===== src/rtl/ldpc_iter_sched_if.sv =====
// Start/stall/syndrome handshake and schedule outputs between the reconciliation
// top level (master) and the LDPC schedule controller (slave).
interface ldpc_iter_sched_if #(
  parameter int LOG2M    = 3,
  parameter int LOG2N    = 4,
  parameter int LOG2ITER = 4
) ();
  logic                start;
  logic                stall;
  logic                syndrome_ok;
  logic [1:0]          state;
  logic [LOG2M-1:0]    row_idx;
  logic [LOG2N-1:0]    col_idx;
  logic [LOG2ITER-1:0] iter_count;
  logic                busy;
  logic                done;
  logic                converged;

  modport master (
    output start, stall, syndrome_ok,
    input  state, row_idx, col_idx, iter_count, busy, done, converged
  );

  modport slave (
    input  start, stall, syndrome_ok,
    output state, row_idx, col_idx, iter_count, busy, done, converged
  );
endinterface


===== src/rtl/ldpc_iter_sched.sv =====
// LDPC decode schedule: alternating check-row / variable-column sweeps for up to MAX_ITER
// iterations. Define EARLY_TERM_EN to end a decode early on syndrome_ok at iteration end.
module ldpc_iter_sched #(
  parameter int M        = 6,
  parameter int LOG2M    = 3,
  parameter int N        = 12,
  parameter int LOG2N    = 4,
  parameter int MAX_ITER = 8,
  parameter int LOG2ITER = 4
) (
  input  logic              clk,
  input  logic              rst,
  ldpc_iter_sched_if.slave  bus
);
  typedef enum logic [1:0] {IDLE = 2'd0, CHECK = 2'd1, VAR = 2'd2, DONE = 2'd3} state_t;

  localparam logic [LOG2M-1:0]    ROW_LAST  = LOG2M'(M - 1);
  localparam logic [LOG2N-1:0]    COL_LAST  = LOG2N'(N - 1);
  localparam logic [LOG2ITER-1:0] ITER_LAST = LOG2ITER'(MAX_ITER);

  state_t              st;
  logic [LOG2M-1:0]    row;
  logic [LOG2N-1:0]    col;
  logic [LOG2ITER-1:0] iter;
  logic                busy_q, done_q, conv_q;
  logic [LOG2ITER-1:0] iter_nxt;
  logic                early;

  assign iter_nxt = iter + LOG2ITER'(1);

`ifdef EARLY_TERM_EN
  assign early = bus.syndrome_ok;
`else
  logic unused_syndrome;
  assign unused_syndrome = bus.syndrome_ok;
  assign early           = 1'b0;
`endif

  // busy/done are registered alongside the state so they change on the same edge
  always_ff @(posedge clk or posedge rst) begin
    if (rst) begin
      st     <= IDLE;
      row    <= '0;
      col    <= '0;
      iter   <= '0;
      busy_q <= 1'b0;
      done_q <= 1'b0;
      conv_q <= 1'b0;
    end else begin
      case (st)
        IDLE: if (bus.start) begin
          st     <= CHECK;
          row    <= '0;
          col    <= '0;
          iter   <= '0;
          conv_q <= 1'b0;
          busy_q <= 1'b1;
        end
        CHECK: if (!bus.stall) begin
          if (row == ROW_LAST) begin
            st  <= VAR;
            row <= '0;
            col <= '0;
          end else begin
            row <= row + LOG2M'(1);
          end
        end
        VAR: if (!bus.stall) begin
          if (col == COL_LAST) begin
            col  <= '0;
            iter <= iter_nxt;
            // early exit has priority over the iteration limit
            if (early || iter_nxt == ITER_LAST) begin
              st     <= DONE;
              conv_q <= early;
              busy_q <= 1'b0;
              done_q <= 1'b1;
            end else begin
              st <= CHECK;
            end
          end else begin
            col <= col + LOG2N'(1);
          end
        end
        DONE: begin
          st     <= IDLE;
          done_q <= 1'b0;
        end
        default: st <= IDLE;
      endcase
    end
  end

  assign bus.state      = st;
  assign bus.row_idx    = row;
  assign bus.col_idx    = col;
  assign bus.iter_count = iter;
  assign bus.busy       = busy_q;
  assign bus.done       = done_q;
  assign bus.converged  = conv_q;
endmodule


===== src/flat_wrapper.sv =====
// flat-port wrapper written by rule: the top's interface ports become plain ports
module ldpc_iter_sched_flat 
#(
  parameter int M        = 6,
  parameter int LOG2M    = 3,
  parameter int N        = 12,
  parameter int LOG2N    = 4,
  parameter int MAX_ITER = 8,
  parameter int LOG2ITER = 4
)
  (clk, rst, bus_start, bus_stall, bus_syndrome_ok, bus_state, bus_row_idx, bus_col_idx, bus_iter_count, bus_busy, bus_done, bus_converged);
  ldpc_iter_sched_if #(.LOG2M(LOG2M), .LOG2N(LOG2N), .LOG2ITER(LOG2ITER)) bus_i ();
  input  logic clk;
  input  logic rst;
  input wire logic [$bits(bus_i.start)-1:0] bus_start;
  input wire logic [$bits(bus_i.stall)-1:0] bus_stall;
  input wire logic [$bits(bus_i.syndrome_ok)-1:0] bus_syndrome_ok;
  output wire logic [$bits(bus_i.state)-1:0] bus_state;
  output wire logic [$bits(bus_i.row_idx)-1:0] bus_row_idx;
  output wire logic [$bits(bus_i.col_idx)-1:0] bus_col_idx;
  output wire logic [$bits(bus_i.iter_count)-1:0] bus_iter_count;
  output wire logic [$bits(bus_i.busy)-1:0] bus_busy;
  output wire logic [$bits(bus_i.done)-1:0] bus_done;
  output wire logic [$bits(bus_i.converged)-1:0] bus_converged;
  assign bus_i.start = bus_start;
  assign bus_i.stall = bus_stall;
  assign bus_i.syndrome_ok = bus_syndrome_ok;
  assign bus_state = bus_i.state;
  assign bus_row_idx = bus_i.row_idx;
  assign bus_col_idx = bus_i.col_idx;
  assign bus_iter_count = bus_i.iter_count;
  assign bus_busy = bus_i.busy;
  assign bus_done = bus_i.done;
  assign bus_converged = bus_i.converged;
  ldpc_iter_sched #(.M(M), .LOG2M(LOG2M), .N(N), .LOG2N(LOG2N), .MAX_ITER(MAX_ITER), .LOG2ITER(LOG2ITER)) u_core (.clk(clk), .rst(rst), .bus(bus_i));
endmodule

===== config.mk =====
export PLATFORM = sky130hd
export DESIGN_NAME = ldpc_iter_sched_flat
export DESIGN_NICKNAME = d
export VERILOG_FILES = /design/src/rtl/ldpc_iter_sched_if.sv /design/src/rtl/ldpc_iter_sched.sv /design/src/flat_wrapper.sv
export SDC_FILE = /design/constraint.sdc
export NUM_CORES = 1
export LEC_CHECK = 0
export ABC_AREA = 1
export ABC_CLOCK_PERIOD_IN_PS = 3700
export CAP_MARGIN = 10
export CORE_MARGIN = 2
export CORE_UTILIZATION = 42
export DETAILED_ROUTE_END_ITERATION = 12
export HOLD_SLACK_MARGIN = 0.08
export PLACE_DENSITY = 0.76
export SLEW_MARGIN = 20
export SYNTH_ARGS = -nofsm -noshare
export SYNTH_HDL_FRONTEND = slang
export SYNTH_SLANG_ARGS = --single-unit

===== constraint.sdc =====
create_clock -name clk -period 3.7 [get_ports clk]
set_input_delay 0.555 -clock clk [delete_from_list [all_inputs] [get_ports clk]]
set_output_delay 0.555 -clock clk [all_outputs]
set_load 0.02 [all_outputs]

# Word-level counts from Yosys, hierarchy flattened
# Cells that the tools add are included.
word_totals:
  ff_bits: 16
  latchBits: 0
  ramBits: 0
  mem_bits_ro: 0
  in_bits: 5
  output_inout_bits: 16
  wordCells: 64
  n_memories: 0
classes:
  add_sub_neg: 3
  n_mul: 0
  div_mod_pow: 0
  order_cmp: 0
  eq_ne: 12
  shift: 0
  mux: 31
  bitwise: 0
  n_reduce_logical: 11
ops:
  columns: ["operator", "count"]
  rows:
  - ["$mux W4", 7]
  - ["$reduce_and A5 Y1", 3]
  - ["$mux W2", 6]
  - ["$pmux W4 S3", 1]
  - ["$mux W3", 3]
  - ["$add A4 B1 Y4 const B", 2]
  - ["$eq A4 B4 Y1 const B", 2]
  - ["$mux W1", 8]
  - ["$pmux W2 S4", 1]
  - ["$pmux W4 S2", 1]
  - ["$reduce_and A4 Y1", 2]
  - ["$ne A2 B1 Y1 const B", 3]
  - ["$ne A2 B2 Y1 const B", 3]
  - ["$pmux W1 S2", 3]
  - ["$pmux W3 S2", 1]
  - ["$reduce_bool A2 Y1", 3]
  - ["$eq A2 B2 Y1 const B", 2]
  - ["$add A3 B1 Y3 const B", 1]
  - ["$eq A3 B3 Y1 const B", 1]
  - ["$reduce_and A3 Y1", 1]
  - ["$reduce_bool A3 Y1", 1]
  - ["$eq A2 B1 Y1 const B", 1]
  - ["$logic_not A2 Y1", 1]

# Depth between registers and ports, before layout
# Gate-level depths: netlist of run 1.
logic_depth:
  ltp_word: 6
  ltp_mapped: 10
  ltp_nobuf: 10

# Worst setup path before layout of run 1
# No wires, ideal clock.
synth_path:
  kind: "register to register"
  startpoint: "reg u_core.col[0] (netlist: u_core.bus.col_idx[0])"
  endpoint: "reg u_core.iter[0] (netlist: u_core.bus.iter_count[0])"
  setup_time_ns: 0.130
  arrival_ns: 1.304
  required_ns: 3.570
  slack_ns: 2.266
  stages_incl_launch_ff: 9
  n_path_buf: 0
  synth_period_minus_slack_ns: 1.434
  cell_sequence: "dfrtp_1 ha_1 nand3_1 nand2_2 nand2_2 nor2_2 nand2_4 nand2_1 o21ai_2"
synth_between:
  elab_chain_cells: 3
synth_lines:
  columns: ["item", "line", "text"]
  rows:
  - ["start, declared", "ldpc_iter_sched.sv:23", "logic [LOG2N-1:0] col;"]
  - ["start signal, assigned", "ldpc_iter_sched.sv:82", "col <= col + LOG2N'(1);"]
  - ["$eq A4 B4 Y1", "ldpc_iter_sched.sv:69", "if (col == COL_LAST) begin"]
  - ["$ne A2 B1 Y1 (no line)", null, null]
  - ["$reduce_and A4 Y1 (no line)", null, null]
  - ["end signal, assigned", "ldpc_iter_sched.sv:71", "iter <= iter_nxt;"]
  - ["end, declared", "ldpc_iter_sched.sv:24", "logic [LOG2ITER-1:0] iter;"]
# No other way between the ends.
# A chain may end at the register's enable or synchronous reset.

# Worst setup path in the final report of run 1
layout_path:
  startpoint: "reg u_core.st[1] (netlist: u_core.bus.state[1])"
  endpoint: "out bus_state[1]"
layout_lines:
  columns: ["item", "line", "text"]
  rows:
  - ["start, declared", "ldpc_iter_sched.sv:21", "state_t st;"]
  - ["start signal, assigned", "ldpc_iter_sched.sv:42", "st <= IDLE;"]
  - ["start signal, assigned", "ldpc_iter_sched.sv:52", "st <= CHECK;"]
  - ["start signal, assigned", "ldpc_iter_sched.sv:61", "st <= VAR;"]
  - ["end, declared", "flat_wrapper.sv:18", "output wire logic [$bits(bus_i.state)-1:0] bus_state;"]
# No word-level cell between the ends.

==> flow_summary.toml, run 1 <==
[power_and_ir_drop]
max-vdd-ir-drop_uv = 397
share_comb_of_total_power = 0.553
clkPwrFrac = 0.111
p_per_area_nw_per_um2 = 725
intPower_uw = 430
p_switching_uw = 377
leakagePower_nw = 0.519
p_sw_frac = 0.467
seqPwrFrac = 0.335

[setup_path]
crit_type = "register to output port"
path_buf_inv = 1
arrival_ps = 1470
start_kind = "register"
cp_cell_sequence = "clkdlybuf4s50_1"
crit_required_ps = 3140
crit_slowest_cell = "clkdlybuf4s50_1"
cp_max_fo = 8
crit_family = "buffers and inverters"
end_kind = "output port"
slowest_delay_ps = 670

[worst_hold_path]
hp-class = "register to register"

[synthesis]
yosysWarnings = 0
syn-num-nets = 120
netlist_area_um2 = 881
synth_seq_area_share = 0.426
ys_types = 22
synthCells = 112
yosys_register_bits = 15
avgSynthCellArea_um2 = 7.86

[sta]
rsz0062_at_grt = "no"
fin_crit_sh = 0.546
clock.fmax_mhz = 495
setup_tns_ps = 0
worst_pin_slew_ps = 584
maxSlewViolCount = 0
whs_ps = 491
fin_skew_ps = 5.06
slew_headroom = 0.611
hold_viol_final = 0
layout_setup_ws_ps = 1680
layout_min_cycle_time_ps = 2020
setup_viol = 0

[finish]
area_growth_pct = 26.4
fillCellCount = 194
drive_gt1_frac = 0.120
stdcell_area_um2 = 1110
diodes = 0
nets = 142
finalNonFillerCells = 160

[clocking]
clk_pin_slew_ps = 90
cts_buffer_depth = 2
postCtsSetupRepairBufs = 0
ctsResizeCount = 0
cts_tree = "built"
cts-htree-levels = 1
numClockSinks = 15
numCtsBuffers = 3
clock_latency_ps = 280
postCtsHoldBufs = 0
cts-root-buf = "clkbuf_4"

[placed_design]
dp_hpwl_um = 1290
portBuffers = 18
post-place-cells = 156
placed_area_um2 = 1090
place.gp.congestion = 0.807
post-place-ws_ps = 1920

[grt]
overflow = 0
grt_pass1_vias = 687
grt_usage = 0.152
grt_first_pass_wirelength_um = 2840
antenna_found_initial = 0
grt_max_degree = 16

[floorplan]
die_w_um = 49.8
start_util = 0.449
die_h_um = 49.8
rows = 16
fp.coreArea_um2 = 1960
die_area_um2 = 2480
ios = 21

[routing]
drtIter0Drc = 17
vias_per_cell = 4.76
dr_total_vias = 761
drtAntennaViolNets = 0
drt-total-wl_um = 1630
wl_per_cell_um = 10.2
drt_first_pass_iters = 7
drc = 0

[run_status]
status = "completed"

[job]
cap_violations = 0
[final timing paths]
check	from	to	slack, ps	cells after the start
hold / removal	u_core.bus.done	u_core.bus.done	490	2
hold reg to reg	u_core.bus.done	u_core.bus.done	490	2
min in group asynchronous	rst	u_core.bus.col_idx[2]	630	2
setup reg to reg	u_core.bus.state[1]	u_core.bus.state[1]	2260	9
max in group asynchronous	rst	u_core.bus.busy	2680	2
setup / recovery	u_core.bus.state[1]	bus_state[1]	1680	1
[area by class of cell]
class	instances	area, um2	area share
multi-input combinational	82	445	0.400
sequential	15	375	0.337
timing repair buffer	18	180	0.162
inverter	14	52.6	0.0472
tap	27	33.8	0.0303
clock buffer	4	26.3	0.0236
[layer usage]
| layer | up-vias | GRT usage | routed length (um) |
|---|---|---|---|
| met3 | 4 | 0.0182 | 56 |
| met5 | - | 0 | 0 |
| li1 | 401 | - | - |
| met4 | 0 | 0.106 | 39 |
| met1 | 336 | 0.206 | 850 |
| met2 | 20 | 0.222 | 685 |
[metrics by stage]
stage               power [mW]   util
floorplan                0.572      -
global placement         0.705  0.554
detailed placement       0.720  0.554
CTS                      0.813  0.568
global route             0.879  0.568
finish                   0.807  0.568
[layout by cell type, fill, tap and decap left out, drive strengths merged, types with 2 or more instances in the layout]
cell and n:
inv 14, clkbuf 4, clkdlybuf4s50 18, nand2 41, o21ai 10, a21oi 2, nand3 11, nand4 2
dfrtp 15, nor2 8, ha 3
[cells by family (layout without fill, tap and decap cells)]
| logic type | Yosys count | count (layout) | synth area share |
|---|---|---|---|
| buffers and inverters | 15 | 36 | 0.0682 |
| flip-flops | 15 | 15 | 0.426 |
| other | 1 | 1 | 0.00426 |
| XOR/XNOR | 2 | 2 | 0.0199 |
| AND/OR/NAND/NOR | 62 | 62 | 0.351 |
| AO/OA/AOI/OAI | 14 | 14 | 0.0881 |
| adder cells (fa/ha/maj) | 3 | 3 | 0.0426 |
[worst reg2reg max path: stages (launching register included)]
cell	delay, ps
dfrtp_1	520
inv_2	120
nor2_4	220
nand2_4	130
nand2_4	90
nor2_4	50
nand2_1	80
inv_1	40
nand2_1	50
nand2_1	40
[power by group through the flow]
stage | sequential (mW) | combinational, mW | clock (mW)
6_report | 0.270 | 0.447 | 0.0899
5_1_grt | 0.280 | 0.497 | 0.102
4_1_cts | 0.270 | 0.450 | 0.0929
3_5_place_dp | 0.273 | 0.447 | 0
3_3_place_gp | 0.269 | 0.436 | 0
2_1_floorplan | 0.318 | 0.254 | 0
[synth_stat cells (all sizes together)]
master / instances / area, um2
o21a: 1 / 7.51
nand3: 11 / 55.1
a21oi: 2 / 10.0
conb: 1 / 3.75
inv: 14 / 52.6
ha: 3 / 37.5
dfrtp: 15 / 375
nor2: 8 / 50.0
buf: 1 / 7.51
xor2: 1 / 8.76
nand4: 2 / 12.5
xnor2: 1 / 8.76
nand2: 41 / 191
o21ai: 10 / 53.8
o22ai: 1 / 6.26
[flip-flops by register name, indices dropped and copies added, names as in the netlist]
signal and cells:
u_core.bus.busy 1, u_core.bus.col_idx 4, u_core.bus.done 1, u_core.bus.iter_count 4
u_core.bus.row_idx 3, u_core.bus.state 2
No activity file was read; power rests on OpenSTA's default activity.
==> inputs of run 2 (changes only) <==
- ABC_CLOCK_PERIOD_IN_PS: 3700 -> 2100
- clock period: 3.7 -> 2.1 ns (I/O delays scaled with it)
==> run 2 against run 1 <==
Final area unchanged. Clock skew decreased by 2.1 ps. Clock power grew 79%. Hold slack got worse by 100 ps. Sequential power is 76% higher. Critical path type unchanged. Critical endpoint unchanged.
==> flow_summary.toml, run 2 (synthesis gave the netlist of run 1 again) <==
[clocking]
numCtsBuffers = 3
cts_tree = "built"
clk_pin_slew_ps = 90
ctsResizeCount = 0
clock_latency_ps = 280
cts-htree-levels = 1
cts_buffer_depth = 2
numClockSinks = 15
postCtsHoldBufs = 0
postCtsSetupRepairBufs = 0
cts-root-buf = "clkbuf_4"

[placed_design]
post-place-cells = 156
place.gp.congestion = 0.806
portBuffers = 18
placed_area_um2 = 1090
dp_hpwl_um = 1350
post-place-ws_ps = 536

[setup_path]
crit_type = "register to output port"
slowest_delay_ps = 670
path_buf_inv = 1
cp_cell_sequence = "clkdlybuf4s50_1"
crit_slowest_cell = "clkdlybuf4s50_1"
r2r_end = "u_core.bus.busy"
start_kind = "register"
crit_family = "buffers and inverters"
r2r_cells = 10
reg2reg_slack_ps = 670
end_kind = "output port"
crit_required_ps = 1780
timing.rr.start = "u_core.bus.iter_count[0]"
cp_max_fo = 8
arrival_ps = 1450

[grt]
antenna_found_initial = 0
grt_max_degree = 16
grt.met1_usage = 0.212
grt_first_pass_wirelength_um = 3030
gr-usage-met3 = 0.0152
grt_pass1_vias = 732
overflow = 0
busiest_layer = "met2"
use_met2 = 0.256
grt_usage = 0.157

[routing]
dr_total_vias = 762
drt-total-wl_um = 1720
drc = 0
wl_per_cell_um = 10.8
drtIter0Drc = 14
drt_first_pass_iters = 4
vias_per_cell = 4.76
drtAntennaViolNets = 0

[job]
cap_violations = 0

[finish]
layout_common_cells = "nand2_1 (34), clkdlybuf4s50_1 (18), dfrtp_1 (15)"
finalNonFillerCells = 160
area_growth_pct = 26.4
final_common_cell = "nand2_1"
stdcell_area_um2 = 1110
nets = 142
drive_gt1_frac = 0.120
diodes = 0

[power_and_ir_drop]
leakagePower_nw = 0.519
p_per_area_nw_per_um2 = 1280
max-vdd-ir-drop_uv = 775

[sta]
slew_headroom = 0.618
fin_skew_ps = 3.00
clock.fmax_mhz = 565
fin_crit_sh = 0.842
setup_tns_ps = 0
layout_min_cycle_time_ps = 1770
worst_pin_slew_ps = 573
rsz0062_at_grt = "no"
layout_setup_ws_ps = 332
whs_ps = 389
setup_viol = 0
hold_viol_final = 0
maxSlewViolCount = 0

[floorplan]
rows = 16
ios = 21
start_util = 0.449
die_w_um = 49.8
die_h_um = 49.8
fp.coreArea_um2 = 1960
die_area_um2 = 2480

[run_status]
status = "completed"

[worst_hold_path]
hp-class = "input pin to async pin"
[run 2: layer usage]
metal,wire length [um],vias to the layer above
met3,66,4
li1,-,396
met5,0,-
met2,805,17
met4,36,0
met1,813,345
[run 2: final cells by class]
class                   count  area [um2]
fillers                   215         848
multi-input cells          82         445
flip-flops and latches     15         375
repair buffers             18         180
inverters                  14        52.6
well taps                  27        33.8
clock buffers               4        26.3
[run 2: stage by stage]
step | total power [mW] | utilization
floorplan | 1.01 | -
global placement | 1.24 | 0.554
detailed placement | 1.28 | 0.554
CTS | 1.44 | 0.568
global route | 1.56 | 0.568
finish | 1.43 | 0.568
[run 2: how the worst max path moves through the flow]
stage / from / to / slack (ps) / cells after the start
after floorplan: u_core.bus.col_idx[0] / u_core.bus.iter_count[0] / 670 / 8
after global placement: bus_start / u_core.bus.iter_count[0] / 570 / 8
after detailed placement: bus_start / u_core.bus.iter_count[0] / 540 / 8
after CTS: u_core.bus.state[1] / bus_state[1] / 330 / 1
after global routing: u_core.bus.state[1] / bus_state[1] / 260 / 1
final: u_core.bus.state[1] / bus_state[1] / 330 / 1
[run 2: power breakdown]
part	internal (mW)	total (mW)	switching, mW	leakage [nW]
registers	0.373	0.474	0.101	0.195
clock network	0.0736	0.161	0.0873	0.0150
logic	0.312	0.794	0.482	0.309
total	0.758	1.43	0.671	0.519
==> inputs of run 3 (changes only) <==
- ABC_CLOCK_PERIOD_IN_PS: 2100 -> 1500
- PLACE_DENSITY: 0.76 -> 0.79
- clock period: 2.1 -> 1.5 ns (I/O delays scaled with it)
==> run 3 against run 2 <==
Die area is the same. Non-clock buffer count grew 3. Count of clock-buffer cells in the layout unchanged. Cell count rose by 1.9%. Register-to-register slack got worse by 550 ps. First-iteration DRC count up 21%. Setup slack got worse by 210 ps. Utilization is 0.89 points higher. Global-route usage decreased by 0.088 points. Final area grew 1.6%. Highest routed layer unchanged.
==> flow_summary.toml, run 3 (synthesis gave the netlist of run 1 again) <==
[setup_path]
crit_type = "register to register"
crit_slowest_cell = "dfrtp_2"
cp_max_fo = 5
arrival_ps = 1580
slowest_delay_ps = 470
start_kind = "register"
crit_required_ps = 1710
cp_common_cell = "nand2_1"
critPathLaunch = "u_core.bus.state[0]"
timing.rr.start = "u_core.bus.state[0]"
end_kind = "register"
cp_cell_sequence = "inv_1, nor2_2, nand2_1, nand2_1, nor2_4, nand2_1, o21ai_0"

[sta]
fin_skew_ps = 3.33
setup_tns_ps = 0
whs_ps = 226
layout_setup_ws_ps = 121
setup_viol = 0
layout_min_cycle_time_ps = 1380
clock.fmax_mhz = 725
hold_viol_final = 0
maxSlewViolCount = 0
rsz0062_at_grt = "yes"
fin_crit_sh = 0.919

[power_and_ir_drop]
power_mw = 1.98
leakagePower_nw = 0.589
max-vdd-ir-drop_uv = 840
p_per_area_nw_per_um2 = 1750

[grt]
grt_first_pass_wirelength_um = 2890
grt_usage = 0.157
overflow = 0
antenna_found_initial = 0
grt_max_degree = 16
grt_pass1_vias = 691

[floorplan]
die_h_um = 49.8
die_w_um = 49.8
fp.coreArea_um2 = 1960
start_util = 0.449
ios = 21
rows = 16
die_area_um2 = 2480

[clocking]
numClockSinks = 15
cts_tree = "built"
clk_pin_slew_ps = 80
clock_latency_ps = 290
postCtsHoldBufs = 0
numCtsBuffers = 3
cts_buffer_depth = 2
cts-root-buf = "clkbuf_4"
cts-htree-levels = 1

[placed_design]
post-place-ws_ps = 44.6
place.gp.congestion = 0.834
portBuffers = 18
dp_hpwl_um = 1240

[routing]
drt-total-wl_um = 1660
drtIter0Drc = 17
met1Wirelength_um = 801
wl_met3_um = 49
met2_length_um = 756
drc = 0
drtAntennaViolNets = 0
dr_total_vias = 770
routed.top_layer = "met4"
wl_per_cell_um = 10.2
drt_first_pass_iters = 4
vias_per_cell = 4.72

[finish]
diodes = 0
area_growth_pct = 28.4
layout_common_cells = "nand2_1 (34), dlygate4sd2_1 (14), inv_1 (13)"
final_common_cell = "nand2_1"
nets = 145
drive_gt1_frac = 0.169

[job]
cap_violations = 0

[worst_hold_path]
hp-class = "input pin to async pin"

[run_status]
status = "completed"
## run 3: worst max-delay path, delay by kind of cell, from the launching register on
kind / cells / cell delay [ps]
AND/OR/NAND/NOR: 5 / 550
AO/OA/AOI/OAI: 1 / 170
flip-flops: 1 / 470
buffers and inverters: 1 / 120
## run 3: final timing paths
path | cells after the start | slack [ps] | endpoint
min in group clk | 2 | 500 | u_core.bus.done
worst max-delay path | 7 | 120 | u_core.bus.col_idx[3]
max in group asynchronous | 3 | 1090 | u_core.bus.state[1]
worst min register to register | 2 | 500 | u_core.bus.done
worst min-delay path | 3 | 230 | u_core.bus.state[0]
worst max register to register | 7 | 120 | u_core.bus.col_idx[3]
## run 3: final cells by class
| cell class | instances | area, um2 |
|---|---|---|
| Inverter | 14 | 52.6 |
| Tap cell | 27 | 33.8 |
| Clock buffer | 4 | 26.3 |
| Fill cell | 190 | 831 |
| Multi-Input combinational cell | 82 | 450 |
| Timing Repair Buffer | 21 | 188 |
| Sequential cell | 15 | 380 |
## run 3: through the flow
stage                     utilization  instance area [um2]  cells
final                           0.577                 1130    163
after global routing            0.577                 1130    163
after CTS                       0.563                 1100    161
after detailed placement        0.558                 1090    157
after global placement          0.558                 1090    157
after floorplan                     -                  881    112
## run 3: per-layer routing
layer / global-route usage / vias to the layer above
met4: 0.125 / 0
li1: - / 402
met3: 0.0182 / 5
met2: 0.233 / 19
met1: 0.204 / 344
met5: 0 / -
## run 3: power by group
group	switching, mW	internal (mW)	leakage [nW]	total, mW
clock	0.126	0.103	0.0150	0.230
combinational	0.695	0.397	0.384	1.09
sequential	0.131	0.531	0.190	0.662
## run 3: what timing repair did
item | 4_1_cts | 5_1_grt
hold endpoints to repair | 0 | 0
pin swaps | 0 | 0
gates resized for setup | 14 | 7
setup endpoints to repair | 14 | 11
buffers inserted | 0 | 2
==> patch, RTL diff (settings of run 3) <==
`LOG2N` is set to 4 in 3 places; all go to 3.
--- a/src/rtl/ldpc_iter_sched_if.sv
+++ b/src/rtl/ldpc_iter_sched_if.sv
@@ -4,3 +4,3 @@
   parameter int LOG2M    = 3,
-  parameter int LOG2N    = 4,
+  parameter int LOG2N    = 3,
   parameter int LOG2ITER = 4
--- a/src/rtl/ldpc_iter_sched.sv
+++ b/src/rtl/ldpc_iter_sched.sv
@@ -6,3 +6,3 @@
   parameter int N        = 12,
-  parameter int LOG2N    = 4,
+  parameter int LOG2N    = 3,
   parameter int MAX_ITER = 8,
--- a/src/flat_wrapper.sv
+++ b/src/flat_wrapper.sv
@@ -6,3 +6,3 @@
   parameter int N        = 12,
-  parameter int LOG2N    = 4,
+  parameter int LOG2N    = 3,
   parameter int MAX_ITER = 8,
Interface: changed (resized bus_col_idx); port bits go from 21 to 20. The function was not compared with the original's and may differ.
==> patch against run 3 <==
  * Sequential cell count shrank 1
  * Highest routed layer unchanged
  * Clock skew down 1.6 ps
  * Global-route usage rose by 0.61 points
  * Sequential power decreased by 6.9%
  * Count of clock-buffer cells in the layout is the same
  * Synthesized area shrank 4.0%
  * Via count is 1.8% higher
  * Routed wire length is 6.7% higher
  * Largest power group unchanged
  * Setup slack got worse by 89 ps
  * Design area is 3.2% lower
  * First-iteration DRC count shrank 12%
  * Total power grew 7.7%
==> patch: results <==
set metrics [dict create \
    dp_slack_ps 33.7 \
    inverters 16 \
    multi_input_gates 79 \
    synth_top_cells_by_count "nand2_1 (35), dfrtp_1 (14), inv_1 (12), nand3_1 (10), nor2_1 (7)" \
    fill_cells 200 \
    ff_latch_area_um2 352 \
    clock-sinks 14 \
    nNetsFinal 141 \
    status "finished clean" \
    synth_top_area_frac 0.414 \
    buffers 19 \
    grt_pass1_wl_mm 3.02 \
    synth_area_leaders "dfrtp_1 (41%), nand2_1 (16%), nand3_1 (5.9%)" \
    synth.net_count 118 \
    drt-total-wl_mm 1.77 \
    worstPathArrival_ps 1240 \
    die_w_um 48.9 \
    yosysSeqAreaShare 0.414 \
    cpPeakStageDelay_ps 600 \
    ir_drop_mv 1.10 \
    crit_start "u_core.bus.busy" \
    grt_pass1_vias 728 \
    p_leak_nw 0.591 \
    critPathSlowestCell "clkdlybuf4s50_1" \
    grt.total_usage 0.163 \
    r2r_start "u_core.bus.col_idx[0]" \
]
patch: cell count changes in the layout (fill, tap and decap cells not counted), moves of 2 or more:
| cell | delta |
|---|---|
| dfrtp_2 | -3 |
| dlygate4sd2_1 | -3 |
| o21ai_1 | -3 |
| dfrtp_1 | +2 |
| inv_2 | +2 |
| nand2_2 | -2 |
| nand2_4 | -2 |
| o21ai_0 | +2 |
patch: repair_timing:
action | in CTS | in global routing
endpoints found under the hold margin | 0 | 0
gates resized for setup | 11 | 6
setup endpoints to repair | 11 | 9
patch: cell families after synthesis:
| family | after synthesis | synth area share |
|---|---|---|
| and+or+nand+nor | 63 | 0.379 |
| buffers and inverters | 17 | 0.0828 |
| DFF | 14 | 0.414 |
| AOI/OAI and AO/OA | 12 | 0.0754 |
| adders and majority gates | 3 | 0.0444 |
| other | 1 | 0.00443 |
patch: power by group:
group	leakage [nW]	internal, mW	total [mW]	switching [mW]
sequential	0.181	0.504	0.616	0.112
combinational	0.389	0.441	1.23	0.791
clock	0.0210	0.148	0.289	0.141
patch: worst paths after layout:
check / endpoint / slack, ps / depth (start not counted)
worst max-delay path: bus_busy / 30 / 1
worst min-delay path: u_core.bus.col_idx[1] / 260 / 2
worst max register to register: u_core.bus.iter_count[0] / 120 / 8
worst min register to register: u_core.bus.busy / 480 / 2
max in group asynchronous: u_core.bus.iter_count[0] / 860 / 2
min in group clk: u_core.bus.busy / 480 / 2
patch: metal layers:
layer / vias to the layer above / global-route usage / part of all wire / wire (um)
met5: - / 0 / 0 / 0
met2: 28 / 0.281 / 0.47 / 841
li1: 392 / - / - / -
met1: 360 / 0.192 / 0.45 / 802
met3: 4 / 0.0491 / 0.060 / 107
met4: 0 / 0.0524 / 0.012 / 21
